<file path="config.mk">
export PLATFORM = sky130hd
export DESIGN_NAME = draw_scheduler
export DESIGN_NICKNAME = d
export VERILOG_FILES = /design/src/rtl/draw_sched_pkg.sv /design/src/rtl/rr_arbiter.sv /design/src/rtl/draw_scheduler.sv
export SDC_FILE = /design/constraint.sdc
export NUM_CORES = 1
export LEC_CHECK = 0
export ABC_AREA = 1
export CAP_MARGIN = 20
export CORE_UTILIZATION = 57
export DETAILED_ROUTE_END_ITERATION = 10
export GPL_TIMING_DRIVEN = 1
export MAX_ROUTING_LAYER = met4
export PLACE_DENSITY_LB_ADDON = 0.25
export SYNTH_ARGS = -nofsm -noshare
export SYNTH_HDL_FRONTEND = slang
export SYNTH_SLANG_ARGS = --single-unit
</file>
<file path="constraint.sdc">
create_clock -name clock -period 2.9 [get_ports clock]
set_clock_uncertainty 0.05 [all_clocks]
set_input_delay 0.87 -clock clock [delete_from_list [all_inputs] [get_ports clock]]
set_output_delay 0.87 -clock clock [all_outputs]
set_load 0.03 [all_outputs]
</file>
<file path="src/rtl/draw_sched_pkg.sv">
// Shared definitions for the draw scheduler slice.
// Holds the FSM state encoding, the requester count and index constants
// (rooms 0-4 plus the all-locked overlay) and the default watchdog limit.
package draw_sched_pkg;

  localparam int NUM_REQ = 6;
  // draw_sel is a fixed 3-bit field on the VGA datapath side.
  localparam int SEL_W = 3;
  localparam logic [15:0] TIMEOUT_DEFAULT = 16'd20000;

  localparam logic [SEL_W-1:0] ROOM0     = 3'd0;
  localparam logic [SEL_W-1:0] ROOM1     = 3'd1;
  localparam logic [SEL_W-1:0] ROOM2     = 3'd2;
  localparam logic [SEL_W-1:0] ROOM3     = 3'd3;
  localparam logic [SEL_W-1:0] ROOM4     = 3'd4;
  localparam logic [SEL_W-1:0] ALLLOCKED = 3'd5;

  typedef enum logic [2:0] {
    IDLE  = 3'd0,
    GRANT = 3'd1,
    DRAW  = 3'd2,
    CLEAR = 3'd3,
    DONE  = 3'd4
  } state_t;

endpackage

</file>
<file path="src/rtl/rr_arbiter.sv">
// Combinational round-robin picker.
// Ports:
//   pending    - one bit per requester with an outstanding request
//   last_grant - index granted most recently
//   winner     - first pending index found searching upward from
//                last_grant+1 with wraparound (0 when nothing pending)
//   any        - at least one request is pending
module rr_arbiter
  import draw_sched_pkg::*;
#(
  parameter int NUM_REQ = draw_sched_pkg::NUM_REQ
) (
  input  logic [NUM_REQ-1:0] pending,
  input  logic [SEL_W-1:0]   last_grant,
  output logic [SEL_W-1:0]   winner,
  output logic               any
);

  // One extra bit so last_grant + offset cannot overflow before the wrap.
  localparam int CW = SEL_W + 1;

  logic [CW-1:0] cand;

  always_comb begin
    winner = '0;
    any    = 1'b0;
    cand   = '0;
    // Offsets 1..NUM_REQ visit every index once; the last one revisited is
    // last_grant itself, so a lone requester can win twice in a row.
    for (int k = 1; k <= NUM_REQ; k++) begin
      cand = {1'b0, last_grant} + CW'(k);
      if (cand >= CW'(NUM_REQ)) cand = cand - CW'(NUM_REQ);
      if (!any && pending[cand[SEL_W-1:0]]) begin
        any    = 1'b1;
        winner = cand[SEL_W-1:0];
      end
    end
  end

endmodule

</file>
<file path="src/rtl/draw_scheduler.sv">
// Serialises draw requests from the rooms / all-locked overlay and full-screen
// clears onto a single VGA drawing datapath, with a per-operation watchdog.
// Ports:
//   clock, reset    - sole clock; synchronous active-high reset
//   req             - per-requester draw request, each high cycle latches one
//   clear_req       - request a full-screen clear (served ahead of any draw)
//   countDone       - datapath reports the current draw/clear finished
//   draw_start      - one-cycle pulse launching a draw of draw_sel
//   draw_sel        - granted requester, stable from grant through DONE
//   clearinitsignal - high for the whole clear operation
//   done_pulse      - one-cycle pulse as each draw or clear ends
//   busy            - scheduler is not idle
//   pending         - outstanding draw requests
//   timeout_err     - sticky, set whenever the watchdog aborts an operation
//   state           - current FSM state, exported for observation
//
// Handshake: requests are level-sampled events, not valid/ready pairs; every
// cycle req[i] or clear_req is high at a clock edge latches one pending
// request, and there is no back-pressure. The datapath side is started by
// draw_start (or the rising of clearinitsignal) and closes the operation by
// raising countDone; countDone outside DRAW/CLEAR is ignored.
module draw_scheduler
  import draw_sched_pkg::*;
#(
  parameter int          NUM_REQ = draw_sched_pkg::NUM_REQ,
  parameter logic [15:0] TIMEOUT = TIMEOUT_DEFAULT
) (
  input  logic               clock,
  input  logic               reset,
  input  logic [NUM_REQ-1:0] req,
  input  logic               clear_req,
  input  logic               countDone,
  output logic               draw_start,
  output logic [SEL_W-1:0]   draw_sel,
  output logic               clearinitsignal,
  output logic               done_pulse,
  output logic               busy,
  output logic [NUM_REQ-1:0] pending,
  output logic               timeout_err,
  output state_t             state
);

  logic             clear_pending;
  logic [SEL_W-1:0] last_grant;
  logic [15:0]      watchdog;
  logic [SEL_W-1:0] arb_winner;
  logic             arb_any;

  rr_arbiter #(.NUM_REQ(NUM_REQ)) u_arb (
    .pending    (pending),
    .last_grant (last_grant),
    .winner     (arb_winner),
    .any        (arb_any)
  );

  always_ff @(posedge clock) begin
    if (reset) begin
      state           <= IDLE;
      pending         <= '0;
      clear_pending   <= 1'b0;
      // Starting from the top index makes requester 0 the first winner.
      last_grant      <= SEL_W'(NUM_REQ - 1);
      watchdog        <= '0;
      timeout_err     <= 1'b0;
      draw_sel        <= '0;
      draw_start      <= 1'b0;
      clearinitsignal <= 1'b0;
      done_pulse      <= 1'b0;
      busy            <= 1'b0;
    end else begin
      draw_start    <= 1'b0;
      done_pulse    <= 1'b0;
      pending       <= pending | req;
      clear_pending <= clear_pending | clear_req;

      case (state)
        IDLE: begin
          if (clear_pending) begin
            state           <= CLEAR;
            busy            <= 1'b1;
            clearinitsignal <= 1'b1;
            watchdog        <= '0;
            // A clear_req on this very edge is a fresh request and survives.
            clear_pending   <= clear_req;
          end else if (arb_any) begin
            state      <= GRANT;
            busy       <= 1'b1;
            draw_start <= 1'b1;
            draw_sel   <= arb_winner;
          end
        end

        GRANT: begin
          state                <= DRAW;
          watchdog             <= '0;
          last_grant           <= draw_sel;
          // Served request drops unless the requester re-asserts right now.
          pending[draw_sel]    <= req[draw_sel];
        end

        DRAW, CLEAR: begin
          // countDone wins a tie with expiry: that is a normal completion.
          if (countDone || (watchdog == TIMEOUT - 16'd1)) begin
            state           <= DONE;
            done_pulse      <= 1'b1;
            clearinitsignal <= 1'b0;
            if (!countDone) timeout_err <= 1'b1;
          end else if (watchdog != 16'hFFFF) begin
            watchdog <= watchdog + 16'd1;
          end
        end

        DONE: begin
          state <= IDLE;
          busy  <= 1'b0;
        end

        default: begin
          state <= IDLE;
          busy  <= 1'b0;
        end
      endcase
    end
  end

endmodule
</file>
Word level (Yosys, flattened, before mapping)
Index checks and enable logic that the tools add are counted.
{ "classes": {"n_addsub": 13, "order_cmp": 14, "eq_ne": 10, "n_mux": 54, "n_bitwise": 7, "reduce_logical": 25} }
{ "op_table": {"columns": ["operator", "n"], "rows": [
  ["16-bit two-way mux", 3],
  ["16-bit case mux with 3 select lines", 1],
  ["3-bit two-way mux", 15],
  ["3-bit by 4-bit < comparator with 1-bit output (second input constant)", 7],
  ["4-bit by 3-bit greater-or-equal comparator with 1-bit output (second input constant)", 6],
  ["1-bit two-way mux", 22],
  ["1-bit binary-select mux with 3-bit select", 7],
  ["3-bit subtractor (second input constant)", 6],
  ["16-bit by 1-bit adder with 16-bit output (second input constant)", 1],
  ["16-bit by 15-bit equality test with 1-bit output (second input constant)", 1],
  ["16-bit != test (second input constant)", 1],
  ["3-bit by 3-bit adder with 4-bit output (second input constant)", 3],
  ["3-bit case mux with 3 select lines", 1],
  ["3-bit AND reduction", 3],
  ["3-bit by 2-bit adder with 4-bit output (second input constant)", 2],
  ["2-bit != test (second input constant)", 4],
  ["6-bit bitwise mux", 1],
  ["3-bit by 2-bit equality test with 1-bit output (second input constant)", 2],
  ["1-bit logical AND", 6],
  ["6-bit two-way mux", 1],
  ["6-bit OR", 1],
  ["3-bit OR reduction", 2],
  ["1-bit zero test", 5],
  ["1-bit NOT", 5],
  ["14 further kinds", 17]
]} }
{ "word_totals": {"regBits": 37, "input_bits": 10, "out_inout_bits": 17, "elab_cells": 134} }

Depth between registers and ports, before layout
Gate-level depths: netlist (run 1).
{ "depth": {"ltp_word": 24, "ltp_mapped": 19, "depth_no_buf": 19} }

Cells and area by module
From an unflattened synthesis (run 1), not the netlist that was laid out.
{ "hier_totals": {"hier_cells": 479, "area_unflattened_um2": 2871.5} }
{ "modules_own_cells": {"columns": ["mod", "n_inst", "cells_per_inst", "area_per_inst_um2", "seq_area_each_um2"], "rows": [
  ["draw_scheduler", 1, 306, 1983.2, 740.7],
  ["rr_arbiter", 1, 173, 888.4, 0.0]
]} }

Worst setup path after synthesis (run 1)
No wires, ideal clock.
{ "synth_timing": {"path_kind": "reg-to-reg", "start": "register last_grant[1]", "end": "register draw_sel[2]", "setup_time_ps": 131, "t_arrival_ps": 2055, "required_ps": 2719, "path_slack_ps": 664, "path_stages_with_launch": 18, "n_path_buf": 0, "synth_period_minus_slack_ps": 2236, "cell_sequence": "dfxtp_1 > inv_1 > ha_1 > inv_2 > nand2_1 > nand3_1 > nand2_1 > nand2_1 > nand2_1 > nand3_2 > nand2_4 > nand2_4 > nor2_4 > nand4_2 > nor2_1 > nor2_1 > nand2_1 > a21oi_2"} }
{ "synth_between": {"elab_chain_len": 22, "word_cells_on_any_way": 59, "classes_between": "12 x add/sub; 6 x order compare; 30 x mux; 11 x reduce/logical"} }
{ "synth_lines": {"columns": ["item", "line", "rtl"], "rows": [
  ["start: declaration", "draw_scheduler.sv:44", "logic [SEL_W-1:0] last_grant;"],
  ["start signal: assignment", "draw_scheduler.sv:62", "last_grant <= SEL_W'(NUM_REQ - 1);"],
  ["start signal: assignment", "draw_scheduler.sv:96", "last_grant <= draw_sel;"],
  ["3-bit by 1-bit adder with 4-bit output", "rr_arbiter.sv:31", "cand = {1'b0, last_grant} + CW'(k);"],
  ["4-bit by 3-bit greater-or-equal comparator with 1-bit output or 3-bit subtractor (tied branches)", "rr_arbiter.sv:32", "if (cand >= CW'(NUM_REQ)) cand = cand - CW'(NUM_REQ);"],
  ["3-bit two-way mux", "rr_arbiter.sv:32", null],
  ["1-bit binary-select mux with 3-bit select", "rr_arbiter.sv:33", "if (!any && pending[cand[SEL_W-1:0]]) begin"],
  ["1-bit two-way mux (not written as such)", "rr_arbiter.sv:33", null],
  ["1-bit two-way mux", "rr_arbiter.sv:33", null],
  ["1-bit zero test", "rr_arbiter.sv:33", null],
  ["1-bit logical AND", "rr_arbiter.sv:33", null],
  ["[6 not listed]", null, null],
  ["1-bit two-way mux", "rr_arbiter.sv:33", null],
  ["1-bit zero test", "rr_arbiter.sv:33", null],
  ["1-bit logical AND", "rr_arbiter.sv:33", null],
  ["1-bit two-way mux", "rr_arbiter.sv:33", null],
  ["1-bit zero test", "rr_arbiter.sv:33", null],
  ["1-bit logical AND", "rr_arbiter.sv:33", null],
  ["1-bit two-way mux", "rr_arbiter.sv:33", null],
  ["3-bit AND reduction (no line)", null, null],
  ["end signal: assignment", "draw_scheduler.sv:89", "draw_sel <= arb_winner;"],
  ["end: declaration", "draw_scheduler.sv:34", "output logic [SEL_W-1:0] draw_sel,"]
]} }
Several ways; a longest one is shown, not always the timed one. The select of a mux whose other input is x is not followed.
A chain may end at the register's enable or synchronous reset.

Worst setup path in the final report (run 1)
{ "layout_timing": {"start": "register last_grant[1]", "end": "register draw_sel[0]"} }
The elaborated chain is that of the path after synthesis.

==> results.cfg, run 1 <==
[worst_setup_path]
worst_path_largest_cell_delay_ns = 0.47
timing.critical_path.to_type = flip-flop
timing.critical_path.buf_inv = 4
critical_path.cell_chain = inv_1, ha_1, inv_2, nand2_1, nand2_1, nand2_1, nand2_1, nand2_2, nand2_1, a21oi_1, nand2_1, nand4_1, nand2_2, inv_1, nand3_1, nand2_1, inv_1
worst_ep_arrival_time_ns = 2.77
cpMostUsedCell = sky130_fd_sc_hd__nand2_1
required_time_of_the_critical_path_ns = 3.04
cpMaxStageDelayCell = sky130_fd_sc_hd__dfxtp_1
start_kind = flip-flop
crit_path_max_fanout = 7
path_delay_family = simple AND/OR/NAND/NOR gates
path_class = flip-flop to flip-flop

[clocking]
ctsLongestPathBuffers = 2
cts-hold-fix-buffers = 0
cts-root-buf = sky130_fd_sc_hd__clkbuf_8
cts_sinks = 37
clock_tree.htree_level_count = 2
insertion_delay_ns = 0.29
cts_inserted_buffers = 5
postCtsSetupBuffers = 0
clk_pin_slew_worst_paths_ns = 0.08
cts_resized = 0
cts_tree = yes

[drt]
route.detailed.drc = 0
viasPerCell = 5.64
initialDrtViolationCount = 223
wirelength_um = 6410
drt-pass1-iter-count = 6
detail_route.wl_per_cell_um = 13.0
antenna_violating_nets_post_route = 0
route.vias.total = 2781

[synth]
synth_top_cell_area_share_pct = 28.5
synth_cell_types = 42
netlist.top_cell.by_area = sky130_fd_sc_hd__dfxtp_1
syn_nets = 429
synth.ff_latch_count = 37
syn-instance-count = 408
synthTopCellsByArea = sky130_fd_sc_hd__dfxtp_1 (29%), sky130_fd_sc_hd__nand2_1 (15%), sky130_fd_sc_hd__inv_1 (7.7%)
post_synthesis_sequential_area_ratio_pct = 28.5
mappedNetlistArea_mm2 = 0.00260
syn-mean-instance-area_um2 = 6.37
yosys_warnings = 0

[die]
coreArea_mm2 = 0.00435
placementRows = 24
dieHeight_um = 69.5
floorplan.die_area_mm2 = 0.00483
initial_core_util_pct = 59.7
floorplan.io_pins = 27
dieWidth_um = 69.5

[grt]
fraction_of_met2_tracks_used_by_global_routing_pct = 44.1
grt.total_usage_pct = 28.8
global_route.usage.met3_pct = 5.09
number_of_global_route_vias_before_repair = 2513
globalRouteMet1Util_pct = 38.9
global_route_wire_length_before_repair_um = 11100
grt_overflow_total = 0
antenna_violations_before_repair = 0
grt_start_max_net_pins = 20
busiest_layer = met2

[power]
power.combinational.fraction_pct = 61.9
internal_power_mw = 1.43
p_leak_nw = 1.36
power_mw = 2.94
pwr_density_cell_mw_per_mm2 = 969
power.share.sequential_pct = 22.6
power.share.switching_pct = 51.5
clock_power_share_pct = 15.5
vdd_ir_drop_max_mv = 0.625
netSwitchingPower_mw = 1.51

[sta]
rsz0062_at_grt = no
timing_worst_slew_pin_value_ns = 0.550
period_needed_ns = 2.63
clock.fmax_mhz = 380
finalSetupViolCount = 0
hold_viol = 0
report.final.slew_viol_count = 0
timing.slew.headroom_pct = 63.0
post-route-period-util_pct = 90.7
fin_setup_tns_ns = 0

[hold_path]
timing.hold.worst.class = flip-flop to flip-flop

[status]
run_status = finished, final reports clean

[cells_and_area]
fin_nets = 461
fin_cells = 493
post_route_cells_drive_above_1_share_pct = 9.75
number_of_antenna_cells_inserted = 0
layout-area-overhead-vs-synth_pct = 16.9

[place]
place.detailed.hpwl_um = 4740
globalplace.congestion = 0.961
place_inst = 485
port_buffers = 26

[job]
maxcap_violations = 0
## sequential cells by signal, summed over array words and instances, names as in the netlist
register	cells
busy	1
pending	6
timeout_err	1
last_grant	3
done_pulse	1
state	3
clearinitsignal	1
draw_sel	3
watchdog	16
draw_start	1
clear_pending	1
## worst paths after layout
kind | endpoint | startpoint | slack (ns) | cells past startpoint
max reg2reg | draw_sel[0] | last_grant[1] | 0.27 | 17
min reg2reg | clearinitsignal | clearinitsignal | 0.42 | 2
min | clearinitsignal | clearinitsignal | 0.42 | 2
max | draw_sel[0] | last_grant[1] | 0.27 | 17
## area by class of cell
| type | count | area (µm²) |
|---|---|---|
| repair buffers | 30 | 290 |
| inverters | 62 | 233 |
| multi-input cells | 304 | 1590 |
| well taps | 52 | 65.1 |
| clock buffers | 5 | 68.8 |
| fillers | 373 | 1320 |
| clock inverters | 3 | 46.3 |
| flip-flops and latches | 37 | 741 |
## metal layers
metal	up-vias	wire [µm]
met4	0	42
met3	5	483
li1	1409	-
met2	111	2800
met1	1256	3080
met5	-	0
## cells by family after synthesis
logic type      count (synthesis)  synth area share, %
compound gates                 59                 13.6
xor+xnor                        4                 1.35
flops                          37                 28.5
simple gates                  230                 41.0
buf+inv                        67                 10.2
fa+ha+maj                      11                 5.30
## power by group through the flow
stage / logic (mW) / clock network (mW) / registers, mW
5_1_grt: 2.01 / 0.487 / 0.676
2_1_floorplan: 1.27 / 0 / 0.762
3_3_place_gp: 1.74 / 0 / 0.673
4_1_cts: 1.80 / 0.462 / 0.663
3_5_place_dp: 1.79 / 0 / 0.674
6_report: 1.82 / 0.456 / 0.665
## tightest hold or removal path, stage by stage, from the launching register on
cell and delay (ns):
sky130_fd_sc_hd__dfxtp_1 0.32, sky130_fd_sc_hd__nand2_1 0.06, sky130_fd_sc_hd__a21oi_1 0.05
## placed cells by master (no fill, tap or decap), drive strengths merged, types with 3 or more instances in the layout
master,synthesis,final
nand2,111,111
buf,3,4
o211ai,3,3
nor2,39,39
ha,11,11
a21oi,22,22
clkdlybuf4s50,0,26
dfxtp,37,37
nand4,14,14
nand3,35,35
o21ai,22,22
clkbuf,2,5
nor3,19,19
nor4,6,6
inv,62,62
## metrics by stage
step	hold WS [ns]	utilization, %	instance area, µm²	worst slack (ns)
after floorplan	0.409	-	2600	0.664
after global placement	0.403	67.1	2920	0.362
after CTS	0.418	69.7	3040	0.319
after global routing	0.456	69.7	3040	0.0538
after detailed placement	0.406	67.1	2920	0.326
final	0.415	69.7	3040	0.271
## synth_stat cells (all sizes together)
master  number
nand2      111
inv         62
nor2        39
dfxtp       37
nand3       35
a21oi       22
o21ai       22
nor3        19
nand4       14
ha          11
nor4         6
buf          3
o211ai       3
a211oi       2
a311oi       2
a31oi        2
clkbuf       2
nand3b       2
o21a         2
or2          2
xnor2        2
xor2         2
and2         1
nor3b        1
o211a        1
o21bai       1
o221ai       1
o22ai        1
(Power assumes the default switching activity.)
==> run 2: changes to the inputs <==
CTS_CLUSTER_DIAMETER = 50   (was default)
SKIP_CTS_REPAIR_TIMING = 1   (was default)
==> results of run 2 <==
No change in the layout: final DEF, timing and power equal those of run 1.
